==> src/rtl/cpu_bus_xfer.sv <==
// Multi-beat byte-serial bus transfer engine: splits one CPU request into ascending or descending
// byte beats on the o_bus_clk / i_bus_data_ready handshake. Optional watchdog: BUS_TIMEOUT_EN.
module cpu_bus_xfer #(
  parameter int unsigned ADDR_W      = 32,
  parameter int unsigned BEAT_W      = 8,
  parameter int unsigned WORD_BYTES  = 4,
  parameter int unsigned SIZE_W      = $clog2(WORD_BYTES),
  parameter int unsigned TIMEOUT_CYC = 255
) (
  input  logic                         i_clk,
  input  logic                         i_rst,
  input  logic                         i_req,
  input  logic                         i_we,
  input  logic                         i_dir,
  input  logic [ADDR_W-1:0]            i_addr,
  input  logic [SIZE_W-1:0]            i_size,
  input  logic [BEAT_W*WORD_BYTES-1:0] i_wdata,
  output logic                         o_busy,
  output logic                         o_done,
  output logic                         o_err,
  output logic [BEAT_W*WORD_BYTES-1:0] o_rdata,
  output logic                         o_bus_clk,
  output logic                         o_bus_we,
  output logic [ADDR_W-1:0]            o_bus_addr,
  output logic [BEAT_W-1:0]            o_bus_data,
  input  logic                         i_bus_data_ready,
  input  logic [BEAT_W-1:0]            i_bus_data
);

  typedef enum logic [1:0] {StIdle, StAssert, StRelease} state_e;

  state_e                              state_q;
  logic [SIZE_W-1:0]                   beat_q;
  logic [SIZE_W-1:0]                   size_q;
  logic                                we_q;
  logic                                dir_q;
  logic [ADDR_W-1:0]                   addr_q;
  logic [WORD_BYTES-1:0][BEAT_W-1:0]   wdata_q;
  logic [WORD_BYTES-1:0][BEAT_W-1:0]   rdata_q;
  logic [WORD_BYTES-1:0][BEAT_W-1:0]   wdata_in;

  logic [SIZE_W-1:0]                   cur_lane;
  logic [SIZE_W-1:0]                   nxt_beat;
  logic [SIZE_W-1:0]                   nxt_lane;
  logic [ADDR_W-1:0]                   nxt_addr;
  logic [BEAT_W-1:0]                   nxt_data;

  assign wdata_in = i_wdata;
  assign o_rdata  = rdata_q;
  // Descending pushes fill lanes from the top so memory still ends up little-endian.
  assign cur_lane = dir_q ? size_q - beat_q : beat_q;

  // Address/data of the beat about to be launched: beat 0 from the live request when idle,
  // otherwise the following beat of the latched request.
  always_comb begin
    nxt_beat = beat_q + SIZE_W'(1);
    nxt_lane = dir_q ? size_q - nxt_beat : nxt_beat;
    nxt_addr = dir_q ? addr_q - ADDR_W'(nxt_beat) : addr_q + ADDR_W'(nxt_beat);
    nxt_data = wdata_q[nxt_lane];
    if (state_q == StIdle) begin
      nxt_beat = '0;
      nxt_lane = i_dir ? i_size : '0;
      nxt_addr = i_addr;
      nxt_data = wdata_in[nxt_lane];
    end
  end

`ifdef BUS_TIMEOUT_EN
  localparam int unsigned TmoW = $clog2(TIMEOUT_CYC + 1);
  logic [TmoW-1:0] tmo_q;
  logic            err_q;
  assign o_err = err_q;
`else
  assign o_err = 1'b0;
`endif

  always_ff @(posedge i_clk or posedge i_rst) begin
    if (i_rst) begin
      state_q    <= StIdle;
      beat_q     <= '0;
      size_q     <= '0;
      we_q       <= 1'b0;
      dir_q      <= 1'b0;
      addr_q     <= '0;
      wdata_q    <= '0;
      rdata_q    <= '0;
      o_busy     <= 1'b0;
      o_done     <= 1'b0;
      o_bus_clk  <= 1'b0;
      o_bus_we   <= 1'b0;
      o_bus_addr <= '0;
      o_bus_data <= '0;
`ifdef BUS_TIMEOUT_EN
      tmo_q      <= '0;
      err_q      <= 1'b0;
`endif
    end else begin
      o_done <= 1'b0;
`ifdef BUS_TIMEOUT_EN
      err_q  <= 1'b0;
`endif
      unique case (state_q)
        StIdle: begin
          if (i_req) begin
            size_q     <= i_size;
            we_q       <= i_we;
            dir_q      <= i_dir;
            addr_q     <= i_addr;
            wdata_q    <= wdata_in;
            rdata_q    <= '0;
            beat_q     <= '0;
            o_busy     <= 1'b1;
            o_bus_clk  <= 1'b1;
            o_bus_we   <= i_we;
            o_bus_addr <= nxt_addr;
            o_bus_data <= nxt_data;
            state_q    <= StAssert;
`ifdef BUS_TIMEOUT_EN
            tmo_q      <= '0;
`endif
          end
        end
        StAssert: begin
          if (i_bus_data_ready) begin
            if (!we_q) rdata_q[cur_lane] <= i_bus_data;
            o_bus_clk <= 1'b0;
            state_q   <= StRelease;
`ifdef BUS_TIMEOUT_EN
            tmo_q     <= '0;
          end else if (tmo_q == TmoW'(TIMEOUT_CYC - 1)) begin
            // Abandon the transfer; lanes not yet received stay zero.
            o_bus_clk <= 1'b0;
            o_bus_we  <= 1'b0;
            o_busy    <= 1'b0;
            o_done    <= 1'b1;
            err_q     <= 1'b1;
            beat_q    <= '0;
            tmo_q     <= '0;
            state_q   <= StIdle;
          end else begin
            tmo_q     <= tmo_q + TmoW'(1);
`endif
          end
        end
        StRelease: begin
          if (beat_q != size_q) begin
            beat_q     <= nxt_beat;
            o_bus_clk  <= 1'b1;
            o_bus_addr <= nxt_addr;
            o_bus_data <= nxt_data;
            state_q    <= StAssert;
          end else begin
            o_busy   <= 1'b0;
            o_done   <= 1'b1;
            o_bus_we <= 1'b0;
            beat_q   <= '0;
            state_q  <= StIdle;
          end
        end
        default: state_q <= StIdle;
      endcase
    end
  end

endmodule

==> config.mk <==
export PLATFORM = sky130hd
export DESIGN_NAME = cpu_bus_xfer
export DESIGN_NICKNAME = d
export VERILOG_FILES = /design/src/rtl/cpu_bus_xfer.sv
export SDC_FILE = /design/constraint.sdc
export NUM_CORES = 1
export LEC_CHECK = 0
export ABC_AREA = 1
export BUFFER_PORTS_ARGS = -buffer_cell sky130_fd_sc_hd__clkbuf_2
export CAP_MARGIN = 20
export CORE_MARGIN = 2
export CORE_UTILIZATION = 61
export CTS_CLUSTER_SIZE = 40
export DETAILED_ROUTE_END_ITERATION = 10
export HOLD_SLACK_MARGIN = 0.05
export PLACE_DENSITY_LB_ADDON = 0.08
export SYNTH_ARGS = -nofsm -noshare
export SYNTH_HDL_FRONTEND = slang
export SYNTH_SLANG_ARGS = --single-unit
==> constraint.sdc <==
create_clock -name i_clk -period 9 [get_ports i_clk]
set_input_delay 0 -clock i_clk [delete_from_list [all_inputs] [get_ports i_clk]]
set_output_delay 0 -clock i_clk [all_outputs]
set_load 0.01 [all_outputs]
==> results.py <==
metrics = {
    "outcome": {
        "status": "finished, final reports clean",
    },
    "grt": {
        "use_met2_pct": 53.26,
        "grt_max_degree": 93,
        "grtUsageMet3_pct": 5.392,
        "grtUsageMet1_pct": 44.41,
        "grt_pass1_wl_um": 41350,
        "grt_pass1_vias": 8660,
        "busiest_layer": "met2",
        "track_usage_pct": 32.48,
        "antenna_found_initial": 0,
        "grt-ovfl-total": 0,
    },
    "cells_and_area": {
        "syn_to_final_growth_pct": 25.71,
        "final_core_util_pct": 77.96,
        "diodes": 0,
        "multi_input_area_um2": 4425,
        "register_area_um2": 3704,
        "fillers": 1112,
        "nets": 1664,
        "drive_gt1_share_pct": 13.12,
    },
    "clock_tree": {
        "htreeDepth": 4,
        "cts_sinks": 148,
        "cts_tree": "built",
        "cts_buffers": 17,
        "cts_root_buf": "clkbuf_16",
        "post_cts_buffers": 0,
        "worstSkewPairLatency_ns": 0.43,
        "clk_path_buf_depth": 2,
        "clkSlewWorstSetupHoldPaths_ns": 0.06,
    },
    "yosys": {
        "ys_ff_latch": 148,
        "synth.avg_cell_area_um2": 6.752,
        "yosysWarnings": 0,
        "synth_top_cell_area_share_pct": 41.24,
        "synth_top_cell_by_area": "dfrtp_1",
        "synthTopCellsByArea": "dfrtp_1 41%, nand2_1 24%, inv_1 7.2%, o21ai_0 5.9%, ha_1 4.7%",
        "netlist_area_um2": 8980,
        "synth_cell_type_count": 32,
        "synth_nets": 1445,
        "synthCells": 1330,
        "ys_seq_area_share_pct": 41.24,
    },
    "drt": {
        "first_pass_iters": 6,
        "vias_per_cell": 5.280,
        "routed_wl_um": 25110,
        "drcViolationCount": 0,
        "postRouteAntennaNets": 0,
        "wl_per_cell_um": 14.38,
        "initialDrtViolationCount": 842,
        "via_count": 9219,
    },
    "timing": {
        "worst_pin_slew_ns": 1.056,
        "setup_tns_ns": 0,
        "min_period_ns": 3.247,
        "max-slew-margin-rel_pct": 29.53,
        "clock_skew_ns": 0.01049,
        "period_share_pct": 36.08,
        "rsz0062_at_grt": "false",
        "finalSetupViolCount": 0,
        "max_freq_ghz": 0.3080,
        "hold_viol": 0,
        "slew_viol_final": 0,
    },
    "setup_path": {
        "crit_path_max_fanout": 60,
        "arrival_ns": 3.61,
        "end_kind": "flop",
        "start_kind": "flop",
        "critPathKind": "flop to flop",
        "worstPathRequired_ns": 9.36,
        "reg2reg_slack_ns": 5.75,
    },
    "flow_run": {
        "cap_viol_max_count": 0,
    },
    "place": {
        "port_buffers": 155,
        "dpl.hpwl_um": 16320,
        "gp_congestion": 0.9308,
    },
    "pwr": {
        "power.leakage_nw": 6.494,
        "powerDensity_nw_per_um2": 413.9,
        "peakVddDrop_uv": 213.4,
    },
    "floorplanning": {
        "ioPinCount": 157,
        "initial_core_util_pct": 62.02,
        "coreArea_um2": 14480,
        "die_y_um": 125.3,
        "die_x_um": 125.3,
        "rows": 44,
        "die_area_um2": 15710,
    },
    "worst_hold_path": {
        "min_path_type": "input pin to asynchronous set/reset pin",
    },
}
==> cells by family after synthesis <==
group / synth area share [%]
XOR/XNOR: 1.352
other: 0.04176
buffers and inverters: 9.558
AO/OA/AOI/OAI: 10.98
adder cells (fa/ha/maj): 4.960
AND/OR/NAND/NOR: 30.97
flip-flops: 41.24
multiplexers: 0.8918
==> synthesized netlist by cell type <==
library cell  number
fa_1               1
o22a_1             1
conb_1             1
o21bai_1           3
nand4_1            4
ha_1              34
a31oi_1            1
a211oi_1           1
mux2i_1            8
inv_2              4
buf_6              2
nand3_1           44
buf_4              2
inv_1            172
o21ai_2            4
and2_1             2
o22ai_1            9
dfrtp_1          148
xnor2_1            1
xor2_1            11
o21ai_0          106
nor2_1            87
a21oi_1           59
clkbuf_1          19
buf_2             17
xor2_2             1
a21oi_2            1
nor3_1             2
nand2_1          581
nor2_2             1
clkinv_1           1
a21o_1             2
==> worst max-delay path, cell delays in order, from the launching register on <==
cell and delay (ns):
dfrtp_1 0.46, inv_2 0.14, nand2_1 0.11, nor2_4 0.39, buf_16 0.25, inv_2 0.05
nand2_1 0.60, inv_2 0.65, a21oi_1 0.32, o21ai_0 0.12, nand2_1 0.08
==> sequential cells by signal (all words and copies together), names as in the netlist, 2 cells and up <==
name / flops
addr_q: 32
beat_q: 2
o_bus_addr: 32
o_bus_data: 8
o_rdata: 32
size_q: 2
state_q: 2
wdata_q: 32
==> through the flow <==
step	instances	total power, mW	setup slack (ns)	hold WS [ns]	cell area [um2]
final	1746	4.672	5.753	0.2853	11290
after global routing	1746	5.108	5.484	0.3398	11290
after CTS	1744	4.613	5.489	0.3123	11230
after detailed placement	1633	3.822	5.564	0.2176	9834
after global placement	1633	3.759	5.674	0.2129	9834
after floorplan	1330	3.105	5.020	0.1089	8980
==> per-layer routing <==
metal,vias up,part of all wire (%)
met2,374,47
met3,52,7.3
met4,0,2.1
li1,4566,-
met5,-,0
met1,4227,44
==> repair_timing <==
| action | 4_1_cts | 5_1_grt |
|---|---|---|
| hold buffers | 79 | 0 |
| gates resized for setup | 0 | 0 |
| endpoints found under the hold margin | 225 | 0 |
==> power breakdown <==
part | switching (mW) | internal (mW) | total [mW] | leakage (nW)
Combinational | 1.82 | 0.924 | 2.75 | 4.34
Clock | 0.291 | 0.453 | 0.744 | 0.298
Sequential | 0.200 | 0.983 | 1.18 | 1.86
Total | 2.31 | 2.36 | 4.67 | 6.49
==> cell usage in the layout (no fill, tap or decap), types with 8 or more instances in the layout <==
cell,instances
mux2i_1,8
o21ai_0,106
nand2_1,581
nand3_1,44
clkbuf_2,155
inv_1,170
dlygate4sd3_1,79
ha_1,34
dfrtp_1,148
o22ai_1,9
a21oi_1,59
nor2_1,86
xor2_1,11
clkbuf_16,17
==> final cells by class <==
cell class	count	share of cell area [%]
Sequential cell	148	32.81
Multi-Input combinational cell	965	39.20
Inverter	177	5.930
Clock inverter	11	1.308
Tap cell	184	2.039
Clock buffer	21	4.079
Timing Repair Buffer	240	14.63
==> path summary, 6_finish.rpt <==
check	start	to	depth (start not counted)
worst min-delay path	i_rst	addr_q[10]$_DFFE_PP0P_	3
worst min register to register	o_rdata[0]$_DFFE_PP0P_	o_rdata[0]$_DFFE_PP0P_	2
min in group i_clk	i_wdata[17]	wdata_q[17]$_DFFE_PP0P_	4
max in group asynchronous	i_rst	o_rdata[10]$_DFFE_PP0P_	4
worst max-delay path	state_q[0]$_DFFE_PP0P_	o_bus_addr[9]$_DFFE_PP0P_	10
worst max register to register	state_q[0]$_DFFE_PP0P_	o_bus_addr[9]$_DFFE_PP0P_	10
Note: power is estimated with default switching activity, not from simulation.
